File: src/rtl/gate_gen_pkg.sv
// Shared types and default constants for the gate generator.
package gate_gen_pkg;

  typedef enum logic [1:0] {
    IDLE    = 2'd0,
    GAP     = 2'd1,
    ON_MIN  = 2'd2,
    ON_HOLD = 2'd3
  } gate_state_t;

  localparam int DEF_MIN_CYCLES = 4;
  localparam int DEF_GAP_CYCLES = 2;
  localparam int DEF_MAX_CYCLES = 16;
  localparam int DEF_CNT_W      = 16;

endpackage

File: src/rtl/cycle_down_counter.sv
// Loadable down-counter that saturates at zero and flags when it reads zero.
module cycle_down_counter #(
  parameter int CNT_W = 16
) (
  input  logic             clk,
  input  logic             rst,
  input  logic             load,
  input  logic [CNT_W-1:0] load_val,
  input  logic             en,
  output logic             zero
);

  logic [CNT_W-1:0] count;

  // Load has priority over counting; the count parks at zero.
  always_ff @(posedge clk) begin
    if (rst) begin
      count <= '0;
    end else if (load) begin
      count <= load_val;
    end else if (en && (count != '0)) begin
      count <= count - 1'b1;
    end
  end

  assign zero = (count == '0);

endmodule

File: src/rtl/gate_generator.sv
// Rebuilds a gate level from note-on/note-off pulses with a guaranteed minimum
// high time, a forced low gap on retrigger, and one-cycle trig/rel edge markers.
// Optional macro GATE_GEN_MAX_LEN_EN adds an auto-release after MAX_CYCLES high.
// Handshake: none; on_pulse/off_pulse are single-cycle strobes sampled every
// posedge, and all outputs are registered with one cycle of latency.
module gate_generator
  import gate_gen_pkg::*;
#(
  parameter int MIN_CYCLES = DEF_MIN_CYCLES,
  parameter int GAP_CYCLES = DEF_GAP_CYCLES,
  parameter int MAX_CYCLES = DEF_MAX_CYCLES,
  parameter int CNT_W      = DEF_CNT_W
) (
  input  logic       mclk,
  input  logic       rst,
  input  logic       on_pulse,
  input  logic       off_pulse,
  output logic       gate,
  output logic       trig,
  output logic       rel,
  output logic [1:0] state_dbg
);

  localparam logic [CNT_W-1:0] MIN_LOAD = CNT_W'(MIN_CYCLES - 1);
  localparam logic [CNT_W-1:0] GAP_LOAD = CNT_W'(GAP_CYCLES - 1);

  // Reject parameter sets that would break the minimum-width guarantees.
  if (MIN_CYCLES < 1 || GAP_CYCLES < 1 || MAX_CYCLES <= MIN_CYCLES) begin : g_param_chk
    $error("gate_generator: illegal cycle parameters");
  end

  gate_state_t      state, state_next;
  logic             pend_off, pend_next;
  logic             gate_next, trig_next, rel_next;
  logic             cnt_load, cnt_zero;
  logic [CNT_W-1:0] cnt_val;
  logic             max_expire;

  // Single counter shared by the GAP and ON_MIN phases.
  cycle_down_counter #(.CNT_W(CNT_W)) u_phase_cnt (
    .clk      (mclk),
    .rst      (rst),
    .load     (cnt_load),
    .load_val (cnt_val),
    .en       (!cnt_load),
    .zero     (cnt_zero)
  );

`ifdef GATE_GEN_MAX_LEN_EN
  localparam logic [CNT_W-1:0] MAX_LOAD = CNT_W'(MAX_CYCLES - 1);
  logic max_zero;

  // High-time counter restarts on every rising gate edge, so a retrigger clears it.
  cycle_down_counter #(.CNT_W(CNT_W)) u_max_cnt (
    .clk      (mclk),
    .rst      (rst),
    .load     (trig_next),
    .load_val (MAX_LOAD),
    .en       (gate),
    .zero     (max_zero)
  );

  assign max_expire = gate && max_zero;
`else
  assign max_expire = 1'b0;
`endif

  // Next-state logic; on_pulse always beats off_pulse.
  always_comb begin
    state_next = state;
    pend_next  = pend_off;
    cnt_load   = 1'b0;
    cnt_val    = MIN_LOAD;
    case (state)
      IDLE: begin
        if (on_pulse) begin
          state_next = ON_MIN;
          cnt_load   = 1'b1;
          cnt_val    = MIN_LOAD;
        end
      end
      GAP: begin
        // A repeated on_pulse is absorbed and does not restart the gap.
        if (off_pulse && !on_pulse) begin
          state_next = IDLE;
        end else if (cnt_zero) begin
          state_next = ON_MIN;
          cnt_load   = 1'b1;
          cnt_val    = MIN_LOAD;
        end
      end
      ON_MIN: begin
        if (on_pulse) begin
          state_next = GAP;
          cnt_load   = 1'b1;
          cnt_val    = GAP_LOAD;
          pend_next  = 1'b0;
        end else if (max_expire) begin
          state_next = IDLE;
          pend_next  = 1'b0;
        end else if (cnt_zero) begin
          state_next = (pend_off || off_pulse) ? IDLE : ON_HOLD;
          pend_next  = 1'b0;
        end else if (off_pulse) begin
          pend_next  = 1'b1;
        end
      end
      ON_HOLD: begin
        if (on_pulse) begin
          state_next = GAP;
          cnt_load   = 1'b1;
          cnt_val    = GAP_LOAD;
        end else if (off_pulse || max_expire) begin
          state_next = IDLE;
        end
      end
      default: state_next = IDLE;
    endcase
    gate_next = (state_next == ON_MIN) || (state_next == ON_HOLD);
    trig_next = gate_next && !gate;
    rel_next  = !gate_next && gate;
  end

  // State and registered outputs; reset drops gate without a rel marker.
  always_ff @(posedge mclk) begin
    if (rst) begin
      state    <= IDLE;
      pend_off <= 1'b0;
      gate     <= 1'b0;
      trig     <= 1'b0;
      rel      <= 1'b0;
    end else begin
      state    <= state_next;
      pend_off <= pend_next;
      gate     <= gate_next;
      trig     <= trig_next;
      rel      <= rel_next;
    end
  end

  assign state_dbg = state;

endmodule

File: config.mk
export PLATFORM = sky130hd
export DESIGN_NAME = gate_generator
export DESIGN_NICKNAME = d
export VERILOG_FILES = /design/src/rtl/gate_gen_pkg.sv /design/src/rtl/cycle_down_counter.sv /design/src/rtl/gate_generator.sv
export SDC_FILE = /design/constraint.sdc
export NUM_CORES = 1
export LEC_CHECK = 0
export BUFFER_PORTS_ARGS = -buffer_cell sky130_fd_sc_hd__buf_4
export CAP_MARGIN = 20
export CORE_UTILIZATION = 45
export CTS_CLUSTER_DIAMETER = 150
export DETAILED_ROUTE_END_ITERATION = 12
export HOLD_SLACK_MARGIN = 0.06
export PLACE_DENSITY = 0.64
export SLEW_MARGIN = 20
export SYNTH_ARGS = -nofsm -noshare
export SYNTH_HDL_FRONTEND = slang
export SYNTH_SLANG_ARGS = --single-unit
File: constraint.sdc
create_clock -name mclk -period 1.8 [get_ports mclk]
set_input_delay 0.09 -clock mclk [delete_from_list [all_inputs] [get_ports mclk]]
set_output_delay 0.09 -clock mclk [all_outputs]
set_load 0.005 [all_outputs]
== Yosys cells after proc, flatten, opt, wreduce, memory -nomap -nowiden ==
Index checks and enable logic that the tools add are counted.
W data, S select, Z words.

* Bits in registers: 22
* Bits of input ports: 4
* Output and inout bits: 5

* Add/sub/neg operators: 1
* Eq/ne operators: 5
* Muxes and demuxes: 20
* Reduce and logical (&&, ||, !) cells: 19

{| class="wikitable"
|+ Operators by type and width
! kind !! number
|-
| $mux W16 || 2
|-
| $pmux W16 S2 || 1
|-
| $mux W2 || 9
|-
| $logic_not A16 Y1 || 1
|-
| $reduce_bool A16 Y1 || 1
|-
| $sub A16 B1 Y16 const B || 1
|-
| $eq A2 B2 Y1 const B || 4
|-
| $pmux W2 S4 || 1
|-
| $mux W1 || 6
|-
| $logic_and A1 B1 Y1 || 4
|-
| $logic_not A1 Y1 || 4
|-
| $reduce_or A2 Y1 || 2
|-
| $reduce_bool A3 Y1 || 1
|-
| $reduce_or A3 Y1 || 1
|-
| $eq A2 B1 Y1 const B || 1
|-
| $logic_not A2 Y1 || 1
|-
| $logic_or A1 B1 Y1 || 2
|-
| $pmux W1 S2 || 1
|-
| $reduce_and A2 Y1 || 1
|-
| $reduce_bool A2 Y1 || 1
|}

== Longest topological paths before layout ==
Gate-level depths: netlist of run 1.

* Depth after elaboration: 9
* Depth in mapped cells: 7
* Gate-level depth less buffers: 6

== By module ==
From an unflattened synthesis of run 1, not the netlist that was laid out.

* Cell total of the unflattened synthesis: 148
* Area, all modules: 1252.5 µm²

{| class="wikitable"
|+ Modules (own cells, without submodules)
! module !! instances !! cells an instance !! area an instance (µm²)
|-
| cycle_down_counter || 1 || 114 || 944.7
|-
| gate_generator || 1 || 34 || 307.8
|}

== Worst setup path after synthesis of run 1 ==
OpenSTA, ideal clock, no wires.

* Kind: reg-to-reg
* Start point: register u_phase_cnt.count[0]
* End point: register u_phase_cnt.count[13]
* Arrival: 1749 ps
* Path slack: -24 ps
* Stages on the path, launching flop included: 8
* Buffers on the path: 1
* Clock period less this slack: 1824 ps
* Path through: dfxtp_1 inv_1 ha_1 nor2b_1 and4_4 buf_6 or4_4 a22oi_2

* Word-level cells in the longest chain between the ends: 7

{| class="wikitable"
|+ RTL lines
! element !! RTL line !! source
|-
| start: declaration || cycle_down_counter.sv:13 || <nowiki>logic [CNT_W-1:0] count;</nowiki>
|-
| start signal: assignment || cycle_down_counter.sv:20 || <nowiki>count <= load_val;</nowiki>
|-
| start signal: assignment || cycle_down_counter.sv:22 || <nowiki>count <= count - 1'b1;</nowiki>
|-
| parallel branches: the longest is 7 deep, another holds $sub A16 B1 Y16 || n/a ||
|}

Parallel ways; which one is timed is not known. The select of a mux whose other input is x is not followed.
A chain may end at the register's enable or synchronous reset.

== Worst setup path after layout of run 1 ==
* Start point: register u_phase_cnt.count[4]
* End point: register u_phase_cnt.count[13]

The elaborated chain is that of the path after synthesis.

==> results.cfg, run 1 <==
[outcome]
status = completed

[placed_design]
dpl_cell_area_um2 = 1439
port_buffers = 8
pre_cts_ws_ps = 32.60
gp_congestion = 0.7881
hpwl_um = 2096

[timing]
timing.final.hold_violations = 0
rsz0062_at_grt = true
relSlewSlack_pct = 75.58
period_share_pct = 96.09
timing.fmax_mhz = 578.2
finalSetupTns_ps = 0
slew_violations = 0
finClkSkew_ps = 12.18
worst_pin_slew_ps = 363.6
setup-violations-final = 0
min_period_ps = 1730
fin_ws_ps = 70.36

[critical_path]
cp_data_required_time_ps = 2050
cp_data_arrival_time_ps = 1980
critPathLaunchType = register
ff2ff_setup_slack_ps = 70
crit_path_top_delay_cell = or4_4
r2r-start = u_phase_cnt.count[4]
path_cells = nor3_4, nand4_1, or4_4, a22oi_2
criticalPathCategory = register to register
crit_fanout = 8
cpPeakStageDelay_ps = 480
cp-startpoint = u_phase_cnt.count[4]
critPathCaptureType = register

[grt]
antenna_found_initial = 0
gr-total-overflow = 0
grt_pass1_wl_um = 5292
met1_usage_pct = 28.24
grt_usage_pct = 21.10
met2_usage_pct = 35.11
grt_max_degree = 15
busiest_layer = met2
met3_usage_pct = 5.152
grt_pass1_vias = 1197

[clock_tree]
htreeDepth = 1
cts_root_buf = clkbuf_4
clkLatencyLatePin_ps = 320
clkTransAtPathRegs_ps = 140
cts_tree = done
cts_max_path_buffers = 2
cts.sinks = 22
postCtsSetupBuffers = 0
cts_made_buffers = 3

[layout]
layout-drive-gt1-share_pct = 29.45
area_growth_pct = 19.20
diodes = 0
utilization_pct = 58.79
nets = 169
finalInstanceArea_um2 = 1523
nFillCells = 223

[yosys]
synthDistinctLibCells = 49
yosys.area.top_type = dfxtp_1
synth_edf_count = 0
ys.flop_type = dfxtp_1
synth_area_um2 = 1277
postSynthCellCount = 144
postSynth.asyncResetShare_pct = 0
seq_area_frac_synth_pct = 34.48
yosysWarningCount = 0
synth_seq_cells = 22
synth.avg_cell_area_um2 = 8.871
synth_fp_nets = 149
synth.top_cell.area_share_pct = 34.48
netlist_top_cells_area = dfxtp_1 34%, a22oi_1 5.9%, o21ai_0 5.9%, a22oi_2 3.9%, or4_1 2.9%

[drt]
viasPerCell = 6.280
wl_um = 2933
wl_per_cell_um = 15.20
route.vias.total = 1212
drt_iter0_drc = 30
drc = 0
drtPass1Iterations = 4
drtAntennaViolNets = 0

[pwr]
power_leakage_nw = 0.5980
p_per_area_nw_per_um2 = 2149
irDropWorstVdd_mv = 1.517

[die]
core_um2 = 2590
fp.dieW_um = 55.28
die_y_um = 55.28
io_pins = 9
start_util_pct = 49.32
rows = 18
dieArea_um2 = 3056

[job]
maxCapViolCount = 0

[worst_hold_path]
min_from = off_pulse
min_path_type = input port to register
## flip-flops by register name (all words and copies together) (netlist names)
signal             count
gate                   1
pend_off               1
rel                    1
state_dbg              2
trig                   1
u_phase_cnt.count     16
## per-stage QoR
stage                     total power (W)  std cells  hold slack [ps]
after floorplan                  0.002234        144            297.0
after global placement           0.002755        188            342.2
after detailed placement         0.002802        188            344.4
after global routing             0.003588        193            101.8
after CTS                        0.003206        193            103.5
final                            0.003273        193            106.6
## cell families (layout without fill, tap and decap cells)
| group | after synthesis | after routing | synth area share, % |
|---|---|---|---|
| xor+xnor | 1 | 1 | 0.6857 |
| flops | 22 | 22 | 34.48 |
| fa+ha+maj | 1 | 1 | 0.9793 |
| compound gates | 53 | 53 | 30.66 |
| simple gates | 55 | 55 | 28.60 |
| buf+inv | 12 | 31 | 4.604 |
## per-layer routing
metal / wire length (µm) / part of all wire, %
met1: 1368 / 47
met2: 1385 / 47
met3: 165 / 5.6
met4: 13 / 0.44
met5: 0 / 0
## cell usage in the layout, fill, tap and decap left out, types with 2 or more instances in the layout
cell type	n
o31ai_1	3
a211oi_1	4
nor2b_1	2
nor3_1	5
nor2_1	4
buf_4	18
inv_1	7
nand3_1	3
nand2b_1	4
a21o_2	2
or3_1	2
dfxtp_1	21
or2_2	2
clkbuf_4	3
or4_1	5
nor4_1	4
o21ai_0	15
nand2_1	8
a22oi_2	4
nor3_2	2
a22oi_1	10
a21oi_1	4
nand4_1	2
## timing repair
action	4_1_cts	5_1_grt
hold buffers	1	0
endpoints found under the setup margin	3	15
gates resized for setup	1	3
pin swaps	0	3
cloned	0	0
endpoints found under the hold margin	6	0
## Yosys cell counts (2+ instances only)
library cell  instances
a211oi_1              4
a21o_2                2
a21oi_1               4
a22oi_1              10
a22oi_2               4
buf_2                 2
dfxtp_1              22
inv_1                 7
nand2_1               8
nand2b_1              4
nand3_1               3
nand4_1               2
nor2_1                4
nor2b_1               3
nor3_1                6
nor4_1                4
o21ai_0              15
o31ai_1               3
or2_2                 2
or3_1                 2
or4_1                 5
## worst max-delay path: cells and delay by family (launching register included)
| family | cells | cell delay [ps] |
|---|---|---|
| AO/OA/AOI/OAI | 1 | 170 |
| AND/OR/NAND/NOR | 3 | 1130 |
| flip-flops | 1 | 380 |
## final timing paths
| path | to | cells past startpoint |
|---|---|---|
| setup / recovery | u_phase_cnt.count[13] | 4 |
| setup reg to reg | u_phase_cnt.count[13] | 4 |
| hold reg to reg | trig | 1 |
| hold / removal | pend_off | 3 |
## power breakdown
group	total [W]	switching, W	internal (W)
clock	0.000386	0.000161	0.000225
combinational	0.00203	0.00111	0.000914
sequential	0.000857	0.000197	0.000660
## cell type report
class	count	area, µm²	area share (%)
tap	30	37.54	2.465
clock inverter	1	30.03	1.972
timing repair buffer	20	165.2	10.85
sequential	22	441.7	29.01
inverter	7	26.28	1.726
clock buffer	3	22.52	1.479
multi-input combinational	110	799.5	52.51
No activity file was read; power rests on OpenSTA's default activity.
==> inputs of run 2 (changes only) <==
CTS_BUF_LIST = sky130_fd_sc_hd__clkbuf_8   (was unset)
==> run 2 against run 1 <==
  * Register-to-register slack got worse by 20 ps
  * Hold slack better by 64 ps
  * Global-route usage barely moved
  * Clock power rose by 20%
  * Clock-buffer cell count is the same
  * Maximum frequency decreased by 1.1%
  * Via count down 1.5%
  * Core utilization rose by 0.34 points
  * Die area unchanged
  * Clock skew fell by 7.1 ps
  * Highest routed layer unchanged
==> results.cfg, run 2 (synthesized netlist as in run 1, its figures left out) <==
[grt]
grt_pass1_vias = 1171
grt_usage_pct = 21.15
gr-total-overflow = 0
grt_pass1_wl_um = 5237
grt_max_degree = 15
antenna_found_initial = 0

[drt]
drc = 0
wl_met2_um = 1354
wl_per_cell_um = 15.26
wl_met3_um = 162
drtAntennaViolNets = 0
wl_um = 2946
drtPass1Iterations = 4
routed.top_layer = met4
route.vias.total = 1194
viasPerCell = 6.187
wl_met1_um = 1405
drt_iter0_drc = 36

[placed_design]
port_buffers = 8
dpl_cell_area_um2 = 1439
hpwl_um = 2096
gp_congestion = 0.7881
pre_cts_ws_ps = 32.60

[clock_tree]
cts_max_path_buffers = 2
clkTransAtPathRegs_ps = 80
htreeDepth = 1
cts.sinks = 22
cts_made_buffers = 3
cts_root_buf = clkbuf_8
cts_tree = done
postCtsSetupBuffers = 0
clkLatencyLatePin_ps = 270

[layout]
diodes = 0
layout-drive-gt1-share_pct = 30.06
regArea_um2 = 441.7
regMostFlops = u_phase_cnt.count
final_cell_mix = 21 x dfxtp_1, 18 x buf_4, 15 x o21ai_0
multi_input_area_um2 = 789.5
largest_register_ffs = 16
nFillCells = 223
layout_commonest_cell = dfxtp_1
nets = 169
area_growth_pct = 19.88
finalInstanceArea_um2 = 1531

[critical_path]
critPathTopFamily = simple AND/OR/NAND/NOR gates
crit_path_top_delay_cell = or4_4
cp_data_required_time_ps = 1990
path_cells = inv_1, ha_1, nor2b_2, and4_4, or4_4, a22oi_2
cpPeakStageDelay_ps = 490
critPathLaunchType = register
path_buf_inv = 1
cp_data_arrival_time_ps = 1940
critPathCaptureType = register
crit_fanout = 11
criticalPathCategory = register to register

[timing]
period_share_pct = 97.12
finalSetupTns_ps = 0
worst_pin_slew_ps = 343.3
rsz0062_at_grt = true
relSlewSlack_pct = 76.94
setup-violations-final = 0
slew_violations = 0
min_period_ps = 1748
timing.fmax_mhz = 572.0
fin_ws_ps = 51.86
finClkSkew_ps = 5.055
timing.final.hold_violations = 0

[die]
dieArea_um2 = 3056
fp.dieW_um = 55.28
io_pins = 9
die_y_um = 55.28
start_util_pct = 49.32
core_um2 = 2590
rows = 18

[pwr]
p_per_area_nw_per_um2 = 2167
irDropWorstVdd_mv = 1.582
power_leakage_nw = 0.6023
finalPower_w = 0.003319

[worst_hold_path]
min_path_type = input port to register

[outcome]
status = completed

[job]
maxCapViolCount = 0
run 2: final timing paths:
kind | from | to | slack, ps | cells after the start
hold / removal | off_pulse | pend_off | 170 | 3
hold reg to reg | gate | trig | 470 | 1
setup reg to reg | u_phase_cnt.count[0] | u_phase_cnt.count[13] | 50 | 6
setup / recovery | u_phase_cnt.count[0] | u_phase_cnt.count[13] | 50 | 6
run 2: area by class of cell:
cell class                      instances  area share [%]
Clock buffer                            3           2.696
Clock inverter                          1           1.961
Inverter                                7           1.716
Multi-Input combinational cell        110           51.55
Sequential cell                        22           28.84
Tap cell                               30           2.451
Timing Repair Buffer                   20           10.78
run 2: through the flow:
step	util [%]	hold slack (ps)	std cells
2_1_floorplan	-	297.0	144
3_3_place_gp	55.56	342.2	188
3_5_place_dp	55.56	344.4	188
4_1_cts	58.79	166.8	193
5_1_grt	59.13	178.8	193
6_report	59.13	170.8	193
run 2: power breakdown:
part           internal (W)  switching [W]  leakage [nW]  total (W)
clock              0.000297       0.000168        0.0357   0.000465
combinational      0.000909        0.00109         0.386    0.00200
sequential         0.000661       0.000194         0.180   0.000855
run 2: timing repair:
item / CTS / global route
endpoints found under the hold margin: 2 / 0
endpoints found under the setup margin: 1 / 14
resized for setup: 1 / 2
hold buffers: 1 / 0
pin swaps: 0 / 1
run 2: routing by layer:
metal	vias to the layer above	GRT usage [%]
met5	-	0
met4	0	6.786
met3	2	5.386
met2	30	33.73
met1	562	27.94
li1	600	-
run 2: tightest hold or removal path, delay by kind of cell:
family	cells	cell delay [ps]
AO/OA/AOI/OAI	2	170
buffers and inverters	1	130
==> inputs of run 3 (changes only) <==
PLACE_DENSITY = unset   (was 0.64)
PLACE_DENSITY_LB_ADDON = 0.12   (was unset)
==> run 3 against run 2 <==
  * Core utilization fell by 1.9 points
  * Routed wire length decreased by 2.7%
  * Global-route usage decreased by 0.50 points
  * Sequential share of layout area increased by 0.97 points
  * Clock power down 34%
  * Non-clock buffer count shrank 3
  * Final area decreased by 3.3%
  * Clock skew rose by 2.4 ps
  * Die area unchanged
  * Register-to-register slack better by 40 ps
  * Sequential cell count unchanged
  * Critical path depth unchanged
  * Largest cell class unchanged
==> results.cfg, run 3 (synthesized netlist as in run 1, its figures left out) <==
[outcome]
status = completed

[timing]
period_share_pct = 94.69
relSlewSlack_pct = 74.59
min_period_ps = 1704
worst_pin_slew_ps = 379.9
setup-violations-final = 0
rsz0062_at_grt = false
timing.final.hold_violations = 0
slew_violations = 0
hold_ws_ps = 74.33
finClkSkew_ps = 7.470
timing.fmax_mhz = 586.7
fin_ws_ps = 95.52
finalSetupTns_ps = 0

[clock_tree]
cts_tree = done
clkTransAtPathRegs_ps = 80
clkLatencyLatePin_ps = 270
cts_max_path_buffers = 2
cts_root_buf = clkbuf_8
cts_made_buffers = 3
htreeDepth = 1
cts.sinks = 22

[placed_design]
hpwl_um = 2132
pre_cts_ws_ps = 32.58
gp_congestion = 0.7802
dpl_cell_area_um2 = 1424
port_buffers = 8

[drt]
route.vias.total = 1172
wl_um = 2865
drt_iter0_drc = 24
drtAntennaViolNets = 0
viasPerCell = 6.201
wl_per_cell_um = 15.16
drc = 0
drtPass1Iterations = 4

[worst_hold_path]
holdPathStages = 2
min_from = rst
min_path_type = input port to register

[critical_path]
crit_fanout = 11
cp-startpoint = u_phase_cnt.count[1]
criticalPathCategory = register to register
critPathCaptureType = register
critPathLaunchType = register
cp_data_required_time_ps = 1990
reg2regPathDepth = 6
r2r-start = u_phase_cnt.count[1]
cp_data_arrival_time_ps = 1890

[layout]
area_growth_pct = 15.96
layout-drive-gt1-share_pct = 28.30
layout_commonest_cell = dfxtp_1
final_cell_mix = 21 x dfxtp_1, 16 x buf_4, 15 x o21ai_0
utilization_pct = 57.20
finalInstanceArea_um2 = 1481
largest_register_ffs = 16
diodes = 0
regMostFlops = u_phase_cnt.count
nets = 166

[grt]
grt_pass1_wl_um = 4995
antenna_found_initial = 0
gr-total-overflow = 0
grt_pass1_vias = 1136
grt_usage_pct = 20.64
grt_max_degree = 15

[die]
fp.dieW_um = 55.28
dieArea_um2 = 3056
start_util_pct = 49.32
io_pins = 9
core_um2 = 2590
die_y_um = 55.28
rows = 18

[pwr]
irDropWorstVdd_mv = 1.086
power_leakage_nw = 0.5754
p_per_area_nw_per_um2 = 2108

[job]
maxCapViolCount = 0
[run 3: cell count changes in the layout (fill, tap and decap cells not counted), sizes merged]
cell	delta
buf	-2
dlygate4sd3	-1
bufinv	-1
[run 3: repair_timing]
item                       4_1_cts  5_1_grt
buffers inserted                 0        0
pin swaps                        0        1
resized for setup                1        2
hold buffers                     0        0
setup endpoints to repair        2        4
gates cloned                     0        0
[run 3: final timing paths]
kind,slack [ps],end
max,100,u_phase_cnt.count[13]
min,70,pend_off
max reg2reg,100,u_phase_cnt.count[13]
min reg2reg,480,trig
[run 3: power by group]
| group | leakage, nW | total (W) | switching, W | internal [W] |
|---|---|---|---|---|
| logic | 0.374 | 0.00196 | 0.00109 | 0.000874 |
| registers | 0.180 | 0.000850 | 0.000188 | 0.000661 |
| clock network | 0.0216 | 0.000309 | 0.000159 | 0.000150 |
[run 3: final cells by class]
| cell class | count | area (µm²) |
|---|---|---|
| well taps | 30 | 37.54 |
| inverters | 7 | 26.28 |
| repair buffers | 17 | 140.1 |
| flip-flops and latches | 22 | 441.7 |
| fillers | 245 | 1109 |
| multi-input cells | 110 | 794.5 |
| clock buffers | 3 | 41.29 |
[run 3: metrics by stage]
| stage | std cells | power, W |
|---|---|---|
| finish | 189 | 0.003122 |
| global route | 189 | 0.003395 |
| CTS | 189 | 0.003094 |
| detailed placement | 186 | 0.002765 |
| global placement | 186 | 0.002721 |
| floorplan | 144 | 0.002234 |
[run 3: worst max-delay path, stage by stage, from the launching register on]
cell     delay [ps]
dfxtp_1         340
inv_1            50
ha_1            190
nor2b_2         200
and4_4          210
or4_4           480
a22oi_2         160
[run 3: metal layers]
metal / track usage, % / vias up / share of wire (%)
li1: - / 593 / -
met5: 0 / - / 0
met3: 3.044 / 5 / 1.8
met2: 34.25 / 12 / 47
met4: 10.71 / 0 / 1.9
met1: 25.84 / 562 / 50
